**src/rtl/bnn_rx_loader_pkg.sv**
```systemverilog
// rtl/bnn_rx_loader_pkg.sv - shared types and constants for the BNN receive loader
package bnn_pkg;

    localparam int BYTE_W = 7;

    typedef enum logic [1:0] {
        IDLE,
        LEN,
        PAYLOAD,
        RUN
    } loader_state_t;

    typedef enum logic [1:0] {
        CMD_NOP      = 2'b00,
        CMD_LOAD_IMG = 2'b01,
        CMD_LOAD_WGT = 2'b10,
        CMD_RUN      = 2'b11
    } cmd_op_t;

endpackage

```
**src/rtl/bnn_rx_loader_if.sv**
```systemverilog
// rtl/bnn_rx_loader_if.sv - receive, buffer write and core start/done signals of the loader
interface bnn_rx_loader_if import bnn_pkg::*; #(
    parameter int ADDR_W = 6
);
    logic              rx_valid;
    logic [BYTE_W-1:0] rx_data;
    logic              rts;
    logic              wr_en;
    logic              wr_sel;
    logic [ADDR_W-1:0] wr_addr;
    logic [BYTE_W-1:0] wr_data;
    logic              wr_ready;
    logic              bnn_start;
    logic              bnn_done;

    modport master (
        input  rx_valid, rx_data, wr_ready, bnn_done,
        output rts, wr_en, wr_sel, wr_addr, wr_data, bnn_start
    );

    modport slave (
        output rx_valid, rx_data, wr_ready, bnn_done,
        input  rts, wr_en, wr_sel, wr_addr, wr_data, bnn_start
    );
endinterface

```
**src/rtl/bnn_rx_loader_rx_hold_reg.sv**
```systemverilog
// rtl/bnn_rx_loader_rx_hold_reg.sv - one-entry byte holding register with overrun detection
module rx_hold_reg import bnn_pkg::*; (
    input  logic              clk,
    input  logic              rst,
    input  logic              rx_valid,
    input  logic [BYTE_W-1:0] rx_data,
    input  logic              consume,
    output logic              hold_valid,
    output logic [BYTE_W-1:0] hold_data,
    output logic              capture,
    output logic              overrun
);
    // A byte is taken when the slot is empty or being emptied this same cycle.
    assign capture = rx_valid && (!hold_valid || consume);
    assign overrun = rx_valid && hold_valid && !consume;

    // Slot contents: capture wins over consume so the pipe never bubbles.
    always_ff @(posedge clk) begin
        if (rst) begin
            hold_valid <= 1'b0;
            hold_data  <= '0;
        end else if (capture) begin
            hold_valid <= 1'b1;
            hold_data  <= rx_data;
        end else if (consume) begin
            hold_valid <= 1'b0;
        end
    end
endmodule

```
**src/rtl/bnn_rx_loader.sv**
```systemverilog
// rtl/bnn_rx_loader.sv - frame controller from UART bytes to BNN buffers and inference start
module bnn_rx_loader import bnn_pkg::*; #(
    parameter int          DEPTH       = 64,
    parameter int          ADDR_W      = $clog2(DEPTH),
    parameter int unsigned TIMEOUT_CYC = 16'hFFFF
) (
    input  logic                 clk,
    input  logic                 rst,
    bnn_rx_loader_if.master      bus,
    output logic                 busy,
    output logic                 err,
    output logic                 frame_done
);
    localparam logic [BYTE_W-1:0] DEPTH_B  = BYTE_W'(DEPTH);
    localparam logic [15:0]       TMO_LAST = 16'(TIMEOUT_CYC - 1);

    loader_state_t     state_q, state_d;
    logic              hold_valid, capture, overrun;
    logic [BYTE_W-1:0] hold_data;
    cmd_op_t           op;
    logic              consume, do_write, set_err, clr_err, load_cmd, len_ok, finish, tmo_hit;
    logic [ADDR_W-1:0] addr_q;
    logic [BYTE_W-1:0] cnt_q;
    logic [15:0]       tmo_q;
    logic              sel_q, err_q, done_q, start_run;

    rx_hold_reg u_hold (
        .clk        (clk),
        .rst        (rst),
        .rx_valid   (bus.rx_valid),
        .rx_data    (bus.rx_data),
        .consume    (consume),
        .hold_valid (hold_valid),
        .hold_data  (hold_data),
        .capture    (capture),
        .overrun    (overrun)
    );

    assign op      = cmd_op_t'(hold_data[BYTE_W-1 -: 2]);
    assign tmo_hit = (state_q == LEN || state_q == PAYLOAD) && !hold_valid && (tmo_q == TMO_LAST);

    assign bus.rts       = !hold_valid && (state_q != RUN);
    assign bus.wr_en     = (state_q == PAYLOAD) && hold_valid;
    assign bus.wr_data   = (state_q == PAYLOAD) ? hold_data : '0;
    assign bus.wr_addr   = addr_q;
    assign bus.wr_sel    = sel_q;
    assign bus.bnn_start = start_run;
    assign busy          = (state_q != IDLE);
    assign err           = err_q;
    assign frame_done    = done_q;

    // State register.
    always_ff @(posedge clk) begin
        if (rst) state_q <= IDLE;
        else     state_q <= state_d;
    end

    // Next state and per-cycle control strobes.
    always_comb begin
        state_d   = state_q;
        consume   = 1'b0;
        do_write  = 1'b0;
        set_err   = 1'b0;
        clr_err   = 1'b0;
        load_cmd  = 1'b0;
        len_ok    = 1'b0;
        finish    = 1'b0;
        start_run = 1'b0;
        case (state_q)
            IDLE: begin
                if (hold_valid) begin
                    consume = 1'b1;
                    case (op)
                        CMD_LOAD_IMG, CMD_LOAD_WGT: begin
                            clr_err  = 1'b1;
                            load_cmd = 1'b1;
                            state_d  = LEN;
                        end
                        CMD_RUN: begin
                            clr_err   = 1'b1;
                            start_run = 1'b1;
                            state_d   = RUN;
                        end
                        default: ;
                    endcase
                end
            end
            LEN: begin
                if (hold_valid) begin
                    consume = 1'b1;
                    if (hold_data == '0 || hold_data > DEPTH_B) begin
                        set_err = 1'b1;
                        state_d = IDLE;
                    end else begin
                        len_ok  = 1'b1;
                        state_d = PAYLOAD;
                    end
                end else if (tmo_hit) begin
                    set_err = 1'b1;
                    state_d = IDLE;
                end
            end
            PAYLOAD: begin
                if (hold_valid) begin
                    if (bus.wr_ready) begin
                        consume  = 1'b1;
                        do_write = 1'b1;
                        if (cnt_q == BYTE_W'(1)) begin
                            finish  = 1'b1;
                            state_d = IDLE;
                        end
                    end
                end else if (tmo_hit) begin
                    set_err = 1'b1;
                    state_d = IDLE;
                end
            end
            RUN: begin
                if (bus.bnn_done) begin
                    finish  = 1'b1;
                    state_d = IDLE;
                end
            end
            default: state_d = IDLE;
        endcase
    end

    // Frame datapath: error flag, target select, address/count, done pulse and idle timer.
    always_ff @(posedge clk) begin
        if (rst) begin
            err_q  <= 1'b0;
            sel_q  <= 1'b0;
            addr_q <= '0;
            cnt_q  <= '0;
            done_q <= 1'b0;
            tmo_q  <= '0;
        end else begin
            if (set_err || overrun) err_q <= 1'b1;
            else if (clr_err)       err_q <= 1'b0;

            if (load_cmd) sel_q <= (op == CMD_LOAD_WGT);

            if (len_ok) begin
                cnt_q  <= hold_data;
                addr_q <= '0;
            end else if (do_write) begin
                cnt_q  <= cnt_q - BYTE_W'(1);
                addr_q <= finish ? '0 : addr_q + ADDR_W'(1);
            end else if (tmo_hit) begin
                addr_q <= '0;
            end

            done_q <= finish;

            if (capture || state_d != state_q)
                tmo_q <= '0;
            else if ((state_q == LEN || state_q == PAYLOAD) && !hold_valid)
                tmo_q <= tmo_q + 16'd1;
        end
    end
endmodule

```
**src/flat_wrapper.sv**
```systemverilog
// flat-port wrapper written by rule: the top's interface ports become plain ports
module bnn_rx_loader_flat import bnn_pkg::*;
#(
    parameter int          DEPTH       = 64,
    parameter int          ADDR_W      = $clog2(DEPTH),
    parameter int unsigned TIMEOUT_CYC = 16'hFFFF
)
  (clk, rst, busy, err, frame_done, bus_rx_valid, bus_rx_data, bus_wr_ready, bus_bnn_done, bus_rts, bus_wr_en, bus_wr_sel, bus_wr_addr, bus_wr_data, bus_bnn_start);
  bnn_rx_loader_if #(.ADDR_W(ADDR_W)) bus_i ();
  input  logic clk;
  input  logic rst;
  output logic busy;
  output logic err;
  output logic frame_done;
  input wire logic [$bits(bus_i.rx_valid)-1:0] bus_rx_valid;
  input wire logic [$bits(bus_i.rx_data)-1:0] bus_rx_data;
  input wire logic [$bits(bus_i.wr_ready)-1:0] bus_wr_ready;
  input wire logic [$bits(bus_i.bnn_done)-1:0] bus_bnn_done;
  output wire logic [$bits(bus_i.rts)-1:0] bus_rts;
  output wire logic [$bits(bus_i.wr_en)-1:0] bus_wr_en;
  output wire logic [$bits(bus_i.wr_sel)-1:0] bus_wr_sel;
  output wire logic [$bits(bus_i.wr_addr)-1:0] bus_wr_addr;
  output wire logic [$bits(bus_i.wr_data)-1:0] bus_wr_data;
  output wire logic [$bits(bus_i.bnn_start)-1:0] bus_bnn_start;
  assign bus_i.rx_valid = bus_rx_valid;
  assign bus_i.rx_data = bus_rx_data;
  assign bus_i.wr_ready = bus_wr_ready;
  assign bus_i.bnn_done = bus_bnn_done;
  assign bus_rts = bus_i.rts;
  assign bus_wr_en = bus_i.wr_en;
  assign bus_wr_sel = bus_i.wr_sel;
  assign bus_wr_addr = bus_i.wr_addr;
  assign bus_wr_data = bus_i.wr_data;
  assign bus_bnn_start = bus_i.bnn_start;
  bnn_rx_loader #(.DEPTH(DEPTH), .ADDR_W(ADDR_W), .TIMEOUT_CYC(TIMEOUT_CYC)) u_core (.clk(clk), .rst(rst), .bus(bus_i), .busy(busy), .err(err), .frame_done(frame_done));
endmodule
```
**config.mk**
```make
export PLATFORM = sky130hd
export DESIGN_NAME = bnn_rx_loader_flat
export DESIGN_NICKNAME = d
export VERILOG_FILES = /design/src/rtl/bnn_rx_loader_pkg.sv /design/src/rtl/bnn_rx_loader_if.sv /design/src/rtl/bnn_rx_loader_rx_hold_reg.sv /design/src/rtl/bnn_rx_loader.sv /design/src/flat_wrapper.sv
export SDC_FILE = /design/constraint.sdc
export NUM_CORES = 1
export LEC_CHECK = 0
export ABC_CLOCK_PERIOD_IN_PS = 4200
export CAP_MARGIN = 20
export CORE_ASPECT_RATIO = 1.25
export CORE_MARGIN = 5
export CORE_UTILIZATION = 41
export CTS_CLUSTER_DIAMETER = 200
export DETAILED_ROUTE_END_ITERATION = 10
export PLACE_DENSITY = 0.68
export SKIP_LAST_GASP = 1
export SYNTH_ARGS = -nofsm -noshare
export SYNTH_HDL_FRONTEND = slang
export SYNTH_HIERARCHICAL = 1
export SYNTH_SLANG_ARGS = --single-unit
```
**constraint.sdc**
```tcl
create_clock -name clk -period 4.2 [get_ports clk]
set_input_delay 0.84 -clock clk [delete_from_list [all_inputs] [get_ports clk]]
set_output_delay 0.84 -clock clk [all_outputs]
set_load 0.01 [all_outputs]
```
==> results.md, run 1 <==
- Hold WS: 0.492 ns
- Async S/R FF share, synth: 0%
- Most common cell after layout, fill and taps aside: dfxtp_1
- Critical Path AT: 3.19 ns
- DRT iter0 DRCs: 104
- Setup violators final: 0
- Routed vias: 2071
- Die height: 96.7 um
- Slew Limit Fails: 0
- Crit Path Class: reg2reg
- Hold path depth: 1
- Top Ports: 32
- FMAX: 0.335 GHz
- Routed len/inst: between 10 and 15 um
- Buffers on Ports: 31
- Outcome: finished clean
- Max_cap viols: 0
- Final #Nets: 338
- # DRC: 0
- Internal power: approximately 0.63 mW
- Longest Clk Path Bufs: 2
- Clock share of power: 38.3%
- Core Box Area: a little under 0.006 mm^2
- P_sw: slightly below 0.2 mW
- Vias in the first global route: around 2000
- Fin crit period: 2.99 ns
- Top FF cell, synth: dfxtp_1
- Seq cells post-synth: 42
- Synth cell types: 57
- CP max FO: 16
- DIE AREA: 0.00768 mm^2
- Sw Share: a little under a quarter
- Clk slew on worst S/H paths: 0.08 ns
- WP data required: 4.41 ns
- Startpoint types: flip-flop
- First-pass GRT wire length: 9.14 mm
- Post-DP HPWL: between 4 and 5 mm
- Syn Std Cell Area: 0.00247 mm^2
- Clock root buffer: clkbuf_8
- Pwr Total: 0.820 mW
- Power share of the combinational group: 10.4%
- Post-Syn Nets: 309
- Seq pwr share: 51.3%
- Worst Setup End Kind: flip-flop
- Critical R2R Launch: u_core/state_q[0]$_SDFF_PP0_
- Final Hold Fails: 0
- Number of diodes: 0
- RR Endpoint: u_core/tmo_q[1]$_SDFFE_PP0P_
- Antenna Violating Nets Remaining: 0
- Critical path startpoint: u_core/state_q[0]$_SDFF_PP0_
- Hold path startpoint: u_core/bus.wr_addr[5]$_SDFFE_PP0P_
- Area grow syn2layout: 18.3%
- Lkg Pwr: roughly 1 nW
- Slew headroom: 49.8%
- Post-CTS Hold Buffers: 0
- Clock Sinks: 42
- Row count: 31
- Total congestion overflow: 0
- H-tree depth: 2
- R2R Setup Slk: 1.21 ns
- Warnings, synthesis: 6
- Worst clock skew: 0.00563 ns
- Inserted Clock Buffers: 5
- EDFF count, synth: 0
- P per Cell Area: about 280 mW/mm^2
- Setup crit end: u_core/tmo_q[1]$_SDFFE_PP0P_
- Worst slew pin tran: 0.751 ns
- Post-synthesis sequential area ratio: 34.1%
- Die Wd: 79.4 um
- Tot GR Track Use: 14.6%
- Initial Util: a little over two fifths
- Final setup TNS: 0 ns
- Most frequent cells in the layout: dfxtp_1, clkdlybuf4s50_1, nor2_1, nand2_1
- Post-route insts no fill: about 380
- Post-CTS resize count: 0
- Post-CTS setup buffers: 0
- DP Cell Count: roughly 370
- RSZ-0062 raised after global routing: false
- Largest net degree at the start of global routing: 30
- Final WL: 5.44 mm
- Synthesized area per cell: 8.65 um^2
- Iteration count of the initial detailed-routing pass: 4
- Final period utilization: 71.2%
- Initial antenna violation count: 0
- Clk_lat worst skew: 0.29 ns
- Worst-case reg-to-reg path depth: 10
- CTS tree: done
- Min-Delay Path Class: reg2reg
- Gpl congestion: between 0.8 and 0.9
- Max rail drop VDD: 0.182 mV
- Layout cells sized above 1: between 10 and 15%
- Post-Synthesis Cells: 285
- Routed vias/inst: 5.44
[cell usage after synthesis (4+ instances only)]
| master | instances | area, um^2 |
|---|---|---|
| and2_1 | 7 | 43.8 |
| and3_1 | 4 | 25.0 |
| mux2i_1 | 10 | 100 |
| a311oi_1 | 4 | 35.0 |
| o21ai_0 | 7 | 35.0 |
| nor2_1 | 31 | 116 |
| dfxtp_1 | 42 | 841 |
| xor2_1 | 9 | 78.8 |
| nand2b_1 | 15 | 93.8 |
| nor3_1 | 5 | 25.0 |
| ha_1 | 12 | 150 |
| a21oi_1 | 8 | 40.0 |
| nor2_2 | 10 | 62.6 |
| a211oi_1 | 8 | 60.1 |
| nand2_1 | 17 | 63.8 |
| xnor2_1 | 12 | 105 |
| inv_1 | 15 | 56.3 |
| clkbuf_1 | 7 | 26.3 |
| nand3_1 | 12 | 60.1 |
[critical path: stages (launching register included)]
cell and delay [ns]:
dfxtp_1 0.39, inv_1 0.13, ha_1 0.40, nand3_1 0.26, a21oi_1 0.13, nor2b_4 0.14, nor2b_2 0.12, or2_2 0.29
a211oi_1 0.37, nand4_4 0.37, a211oi_2 0.29
[metrics by stage]
stage	cell area [um^2]	setup slack (ns)	util [%]
6_report	2920	1.21	50.1
5_1_grt	2920	0.960	50.1
4_1_cts	2920	1.20	50.1
3_5_place_dp	2810	0.953	48.3
3_3_place_gp	2810	1.01	48.3
2_1_floorplan	2470	1.61	-
[how the worst min path moves through the flow]
stage,end,slack (ns)
after floorplan,u_core/u_hold/hold_data[3]$_SDFFE_PP0P_,0.47
after global placement,u_core/bus.wr_addr[5]$_SDFFE_PP0P_,0.48
after detailed placement,u_core/bus.wr_addr[5]$_SDFFE_PP0P_,0.48
after CTS,u_core/bus.wr_addr[5]$_SDFFE_PP0P_,0.50
after global routing,u_core/bus.wr_addr[5]$_SDFFE_PP0P_,0.54
final,u_core/bus.wr_addr[5]$_SDFFE_PP0P_,0.49
[registers in the layout (all words and copies together) (netlist names)]
signal / cells
u_core/frame_done: 1
u_core/bus.wr_addr: 6
u_core/bus.wr_sel: 1
u_core/u_hold/hold_valid: 1
u_core/u_hold/hold_data: 7
u_core/cnt_q: 7
u_core/state_q: 2
u_core/err: 1
u_core/tmo_q: 16
[metal layers]
layer / global-route usage, % / routed length (um) / part of all wire (%) / vias to the layer above
met5: 0 / 0 / 0 / -
met3: 3.35 / 197 / 3.6 / 8
met2: 26.1 / 2820 / 52 / 42
li1: - / - / - / 1051
met1: 16.5 / 2290 / 42 / 970
met4: 5.82 / 137 / 2.5 / 0
[cells by family after synthesis]
family / count (synthesis) / share of synthesized area (%)
adder cells (fa/ha/maj): 12 / 6.09
flip-flops: 42 / 34.1
XOR/XNOR: 21 / 7.46
AO/OA/AOI/OAI: 45 / 13.8
buffers and inverters: 25 / 4.57
multiplexers: 10 / 4.06
AND/OR/NAND/NOR: 130 / 29.9
[power by group through the flow]
stage	Combinational [mW]	Sequential, mW	Clock (mW)
final	0.0854	0.421	0.314
after global routing	0.0942	0.423	0.342
after CTS	0.0859	0.421	0.325
after detailed placement	0.0856	0.430	0
after global placement	0.0843	0.430	0
after floorplan	0.0646	0.424	0
[final cells by class]
| type | count | area [um^2] |
|---|---|---|
| Sequential cell | 42 | 841 |
| Inverter | 15 | 56.3 |
| Clock buffer | 7 | 76.3 |
| Tap cell | 66 | 82.6 |
| Fill cell | 562 | 2900 |
| Multi-Input combinational cell | 218 | 1510 |
| Clock inverter | 1 | 30.0 |
| Timing Repair Buffer | 32 | 318 |
(Power assumes the default switching activity.)
==> run 2, diff against run 1 <==
--- a/config.mk
+++ b/config.mk
@@ -5,7 +5,7 @@
 export SDC_FILE = /design/constraint.sdc
 export NUM_CORES = 1
 export LEC_CHECK = 0
-export ABC_CLOCK_PERIOD_IN_PS = 4200
+export ABC_CLOCK_PERIOD_IN_PS = 2900
 export CAP_MARGIN = 20
 export CORE_ASPECT_RATIO = 1.25
 export CORE_MARGIN = 5
==> constraint.sdc (replaced) <==
create_clock -name clk -period 2.9 [get_ports clk]
set_input_delay 0.58 -clock clk [delete_from_list [all_inputs] [get_ports clk]]
set_output_delay 0.58 -clock clk [all_outputs]
set_load 0.01 [all_outputs]
==> results.md, run 2 (synthesis results as in run 1) <==
- Biggest register: u_core/tmo_q
- Slowest CP cell: dfxtp_1
- Critical path's largest stage delay: 0.38 ns
- Routed vias/inst: 5.43
- Final Instance Area: 0.00300 mm^2
- H-tree depth: 2
- Antenna Violating Nets Remaining: 0
- Worst slew pin tran: about 0.57 ns
- Core Box Area: 0.00582 mm^2
- Slew Limit Fails: 0
- Final WL: 5.42 mm
- Vias in the first global route: about 2100
- Buffers on Ports: 31
- Clk_lat worst skew: 0.29 ns
- Most frequent cells in the layout: dfxtp_1, clkdlybuf4s50_1, nor2_1, nand2_1
- Clock Sinks: 42
- DIE AREA: 0.00768 mm^2
- Number of diodes: 0
- Critical Path AT: 2.77 ns
- Max_cap viols: 0
- Post-DP HPWL: 4.08 mm
- Die height: roughly 97 um
- Startpoint types: flip-flop
- Cell Chain, Critical Path: inv_1 > ha_1 > o21ai_0 > a21oi_1 > nor2b_4 > nor2b_2 > or2_2 > a211oi_1 > nand4_4 > buf_4 > nor2_1
- Total congestion overflow: 0
- Final period utilization: between 80% and 90%
- Routed len/inst: 13.8 um
- FMAX: 0.395 GHz
- P per Cell Area: 379 mW/mm^2
- Row count: 31
- Fin crit period: roughly 2.5 ns
- Worst Setup End Kind: flip-flop
- CP max FO: 7
- Initial Util: a little over two fifths
- Placed inst area: 0.00291 mm^2
- Lkg Pwr: 1.08 nW
- Pwr Total: 1.14 mW
- Setup violators final: 0
- Iteration count of the initial detailed-routing pass: 4
- First-pass GRT wire length: 9.34 mm
- DRT iter0 DRCs: 69
- CTS tree: done
- Tot GR Track Use: between 10% and 20%
- Clk slew on worst S/H paths: 0.08 ns
- Most common cell after layout, fill and taps aside: dfxtp_1
- Worst clock skew: between 0.004 and 0.005 ns
- Area grow syn2layout: 21.8%
- Post-CTS Hold Buffers: 0
- Longest Clk Path Bufs: 2
- Post-CTS resize count: 0
- Slew headroom: 62.0%
- Final setup TNS: 0 ns
- Hold WS: 0.509 ns
- Initial antenna violation count: 0
- Top Ports: 32
- Crit Path Class: reg2reg
- Inserted Clock Buffers: 5
- Largest net degree at the start of global routing: 29
- Routed vias: 2138
- Gpl congestion: 0.846
- Die Wd: a little under 80 um
- Layout cells sized above 1: 14.3%
- Clock root buffer: clkbuf_8
- # DRC: 0
- Min-Delay Path Class: reg2reg
- Top flop regs: u_core/tmo_q x16, u_core/cnt_q x7, u_core/u_hold/hold_data x7
- Post-CTS setup buffers: 0
- R2R Setup Slk: roughly 0.37 ns
- RSZ-0062 raised after global routing: false
- Final Hold Fails: 0
- Outcome: finished clean
- Final Core Density: slightly above 50%
- WP data required: 3.13 ns
- Max reg flops: 16
- Max rail drop VDD: 0.183 mV
- Final #Nets: 351
run 2: cell count changes in the layout (fill, tap and decap cells not counted), sizes merged:
| cell | delta |
|---|---|
| buf | +13 |
| clkinv | +1 |
| bufinv | -1 |
| clkbuf | -1 |
| clkinvlp | +1 |
run 2: per-stage QoR:
stage | std cells | setup slack, ns
after floorplan | 285 | 0.306
after global placement | 386 | 0.326
after detailed placement | 386 | 0.262
after CTS | 394 | 0.328
after global routing | 394 | 0.145
final | 394 | 0.366
run 2: power by group:
| part | internal [mW] | leakage, nW | switching (mW) |
|---|---|---|---|
| clock | 0.191 | 0.0472 | 0.203 |
| combinational | 0.0694 | 0.697 | 0.0718 |
| sequential | 0.588 | 0.340 | 0.0148 |
| total | 0.849 | 1.08 | 0.290 |
run 2: critical path: cells and delay by family (launching register included):
family / cells / cell delay [ns]
DFF: 1 / 0.38
adders and majority gates: 1 / 0.23
buffers and inverters: 2 / 0.33
AOI/OAI and AO/OA: 3 / 0.81
and+or+nand+nor: 5 / 0.72
run 2: area by class of cell:
class / instances / area [um^2]
timing repair buffer: 45 / 415
inverter: 15 / 56.3
multi-input combinational: 218 / 1510
fill: 572 / 2820
tap: 66 / 82.6
clock buffer: 6 / 82.6
clock inverter: 2 / 12.5
sequential: 42 / 841
run 2: final timing paths:
path	depth (start not counted)	end	start
max	11	u_core/tmo_q[6]$_SDFFE_PP0P_	u_core/state_q[0]$_SDFF_PP0_
min	1	u_core/bus.wr_addr[5]$_SDFFE_PP0P_	u_core/bus.wr_addr[5]$_SDFFE_PP0P_
max reg2reg	11	u_core/tmo_q[6]$_SDFFE_PP0P_	u_core/state_q[0]$_SDFF_PP0_
min reg2reg	1	u_core/bus.wr_addr[5]$_SDFFE_PP0P_	u_core/bus.wr_addr[5]$_SDFFE_PP0P_
run 2: per-layer routing:
metal  share of wire [%]  up-vias  GRT usage, %
li1                    -     1078             -
met1                  43      994          17.6
met2                  49       51          24.5
met3                 4.4       15          3.25
met4                 3.4        0          7.41
met5                   0        -             0
==> run 3, diff against run 2 <==
--- a/config.mk
+++ b/config.mk
@@ -5,7 +5,7 @@
 export SDC_FILE = /design/constraint.sdc
 export NUM_CORES = 1
 export LEC_CHECK = 0
-export ABC_CLOCK_PERIOD_IN_PS = 2900
+export ABC_CLOCK_PERIOD_IN_PS = 2500
 export CAP_MARGIN = 20
 export CORE_ASPECT_RATIO = 1.25
 export CORE_MARGIN = 5
==> constraint.sdc (replaced) <==
create_clock -name clk -period 2.5 [get_ports clk]
set_input_delay 0.5 -clock clk [delete_from_list [all_inputs] [get_ports clk]]
set_output_delay 0.5 -clock clk [all_outputs]
set_load 0.01 [all_outputs]
==> results.md, run 3 (synthesis results as in run 1) <==
- Highest routed layer: met4
- Pre-CTS setup slack: -0.00903 ns
- R2R Setup Slk: 0.19 ns
- Critical Path AT: 1.90 ns
- Layout cells sized above 1: 15.4%
- DRT iter0 DRCs: 110
- Largest net degree at the start of global routing: 29
- Clk_lat worst skew: 0.30 ns
- Number of diodes: 0
- Routed len/inst: 14.5 um
- CP max FO: 12
- Most common cell after layout, fill and taps aside: dfxtp_1
- Tot GR Track Use: 15.6%
- Fill cells: 576
- Post-CTS setup buffers: 0
- Worst clock skew: roughly 0.0089 ns
- Most frequent cells in the layout: dfxtp_1, clkdlybuf4s50_1, nor2_1, nand2_1, buf_4
- Worst slew pin tran: 0.770 ns
- Inserted Clock Buffers: 5
- Max reg flops: 16
- Gpl congestion: 0.846
- Slew Limit Fails: 0
- Worst-case reg-to-reg path depth: 8
- Row count: 31
- Clock root buffer: clkbuf_8
- Metal1 wirelength: 2.45 mm
- Top flop regs: u_core/tmo_q x16, u_core/cnt_q x7, u_core/u_hold/hold_data x7
- DIE AREA: approximately 0.0077 mm^2
- # DRC: 0
- Clock Sinks: 42
- Met3 wire length: 183 um
- Clk slew on worst S/H paths: 0.08 ns
- RR Endpoint: u_core/tmo_q[7]$_SDFFE_PP0P_
- Core Box Area: just under 0.006 mm^2
- Total congestion overflow: 0
- Final Hold Fails: 0
- Final period utilization: 96.1%
- Initial Util: 42.4%
- Vias in the first global route: 2158
- CTS tree: done
- WP data required: approximately 2 ns
- Lkg Pwr: 1.11 nW
- Iteration count of the initial detailed-routing pass: 4
- Worst Setup End Kind: output port
- Slew headroom: 47.4%
- Antenna Violating Nets Remaining: 0
- Final #Nets: ~350
- Outcome: finished clean
- Critical R2R Launch: u_core/state_q[1]$_SDFF_PP0_
- Setup crit end: bus_wr_data[0]
- Initial antenna violation count: 0
- Biggest register: u_core/tmo_q
- Setup ws final: 0.0963 ns
- Critical path startpoint: u_core/state_q[0]$_SDFF_PP0_
- Hold path depth: 1
- Die height: just under 100 um
- Min-Delay Path Class: reg2reg
- Die Wd: 79.4 um
- Final WL: 5.76 mm
- Final Core Density: a little over half
- Setup violators final: 0
- FMAX: 0.416 GHz
- Fin crit period: 2.40 ns
- RSZ-0062 raised after global routing: false
- Startpoint types: flip-flop
- P per Cell Area: 462 mW/mm^2
- H-tree depth: 2
- First-pass GRT wire length: between 9 and 10 mm
- Post-DP HPWL: approximately 4.3 mm
- Crit Path Class: reg2out
- Routed vias/inst: 5.43
- Longest Clk Path Bufs: 2
- Top Ports: 32
- Routed vias: 2157
- Buffers on Ports: 31
- Area grow syn2layout: 23.8%
- Met2 Wirelength: ~3 mm
- Max_cap viols: 0
- Max rail drop VDD: 0.298 mV
==> run 3: worst min-delay path by stage <==
| stage | start | to | slack [ns] |
|---|---|---|---|
| 3_3_place_gp | u_core/bus.wr_addr[5]$_SDFFE_PP0P_ | u_core/bus.wr_addr[5]$_SDFFE_PP0P_ | 0.47 |
| 2_1_floorplan | u_core/u_hold/hold_data[3]$_SDFFE_PP0P_ | u_core/u_hold/hold_data[3]$_SDFFE_PP0P_ | 0.47 |
| 4_1_cts | u_core/bus.wr_addr[5]$_SDFFE_PP0P_ | u_core/bus.wr_addr[5]$_SDFFE_PP0P_ | 0.52 |
| 6_report | u_core/bus.wr_addr[5]$_SDFFE_PP0P_ | u_core/bus.wr_addr[5]$_SDFFE_PP0P_ | 0.51 |
| 5_1_grt | u_core/u_hold/hold_data[3]$_SDFFE_PP0P_ | u_core/u_hold/hold_data[3]$_SDFFE_PP0P_ | 0.54 |
| 3_5_place_dp | u_core/bus.wr_addr[5]$_SDFFE_PP0P_ | u_core/bus.wr_addr[5]$_SDFFE_PP0P_ | 0.50 |
==> run 3: cell type report <==
type | instances | area [um^2] | share of cell area [%]
clock inverters | 2 | 37.5 | 1.23
repair buffers | 48 | 438 | 14.3
multi-input cells | 218 | 1530 | 49.9
well taps | 66 | 82.6 | 2.70
inverters | 15 | 56.3 | 1.84
flip-flops and latches | 42 | 842 | 27.6
clock buffers | 6 | 72.6 | 2.38
==> run 3: timing repair <==
item / CTS / global route
endpoints found under the setup margin: 0 / 19
gates resized for setup: 0 / 3
hold buffers: 0 / 0
==> run 3: where the power goes <==
part | switching (mW) | total [mW] | internal, mW
Combinational | 0.0864 | 0.170 | 0.0835
Clock | 0.243 | 0.541 | 0.298
Sequential | 0.0169 | 0.700 | 0.683
Total | 0.346 | 1.41 | 1.06
==> run 3: through the flow <==
step	TNS (ns)	std cells	area (um^2)	hold WS (ns)	total power [mW]
finish	0	397	3050	0.512	1.41
global route	0	397	3050	0.544	1.47
CTS	0	397	3050	0.517	1.43
detailed placement	-0.00903	389	2940	0.500	0.882
global placement	0	389	2940	0.473	0.879
floorplan	0	285	2470	0.470	0.821
==> run 3: metal layers <==
| layer | GRT usage, % | vias to the layer above |
|---|---|---|
| li1 | - | 1079 |
| met1 | 17.6 | 1021 |
| met2 | 27.8 | 46 |
| met3 | 3.62 | 11 |
| met4 | 5.82 | 0 |
| met5 | 0 | - |
==> run 3: worst max-delay path, cell delays in order, from the launching register on <==
cell and delay [ns]:
dfxtp_2 0.36, inv_1 0.06, buf_4 0.15, ha_1 0.21, buf_4 0.18, and2_2 0.17
clkdlybuf4s50_1 0.47
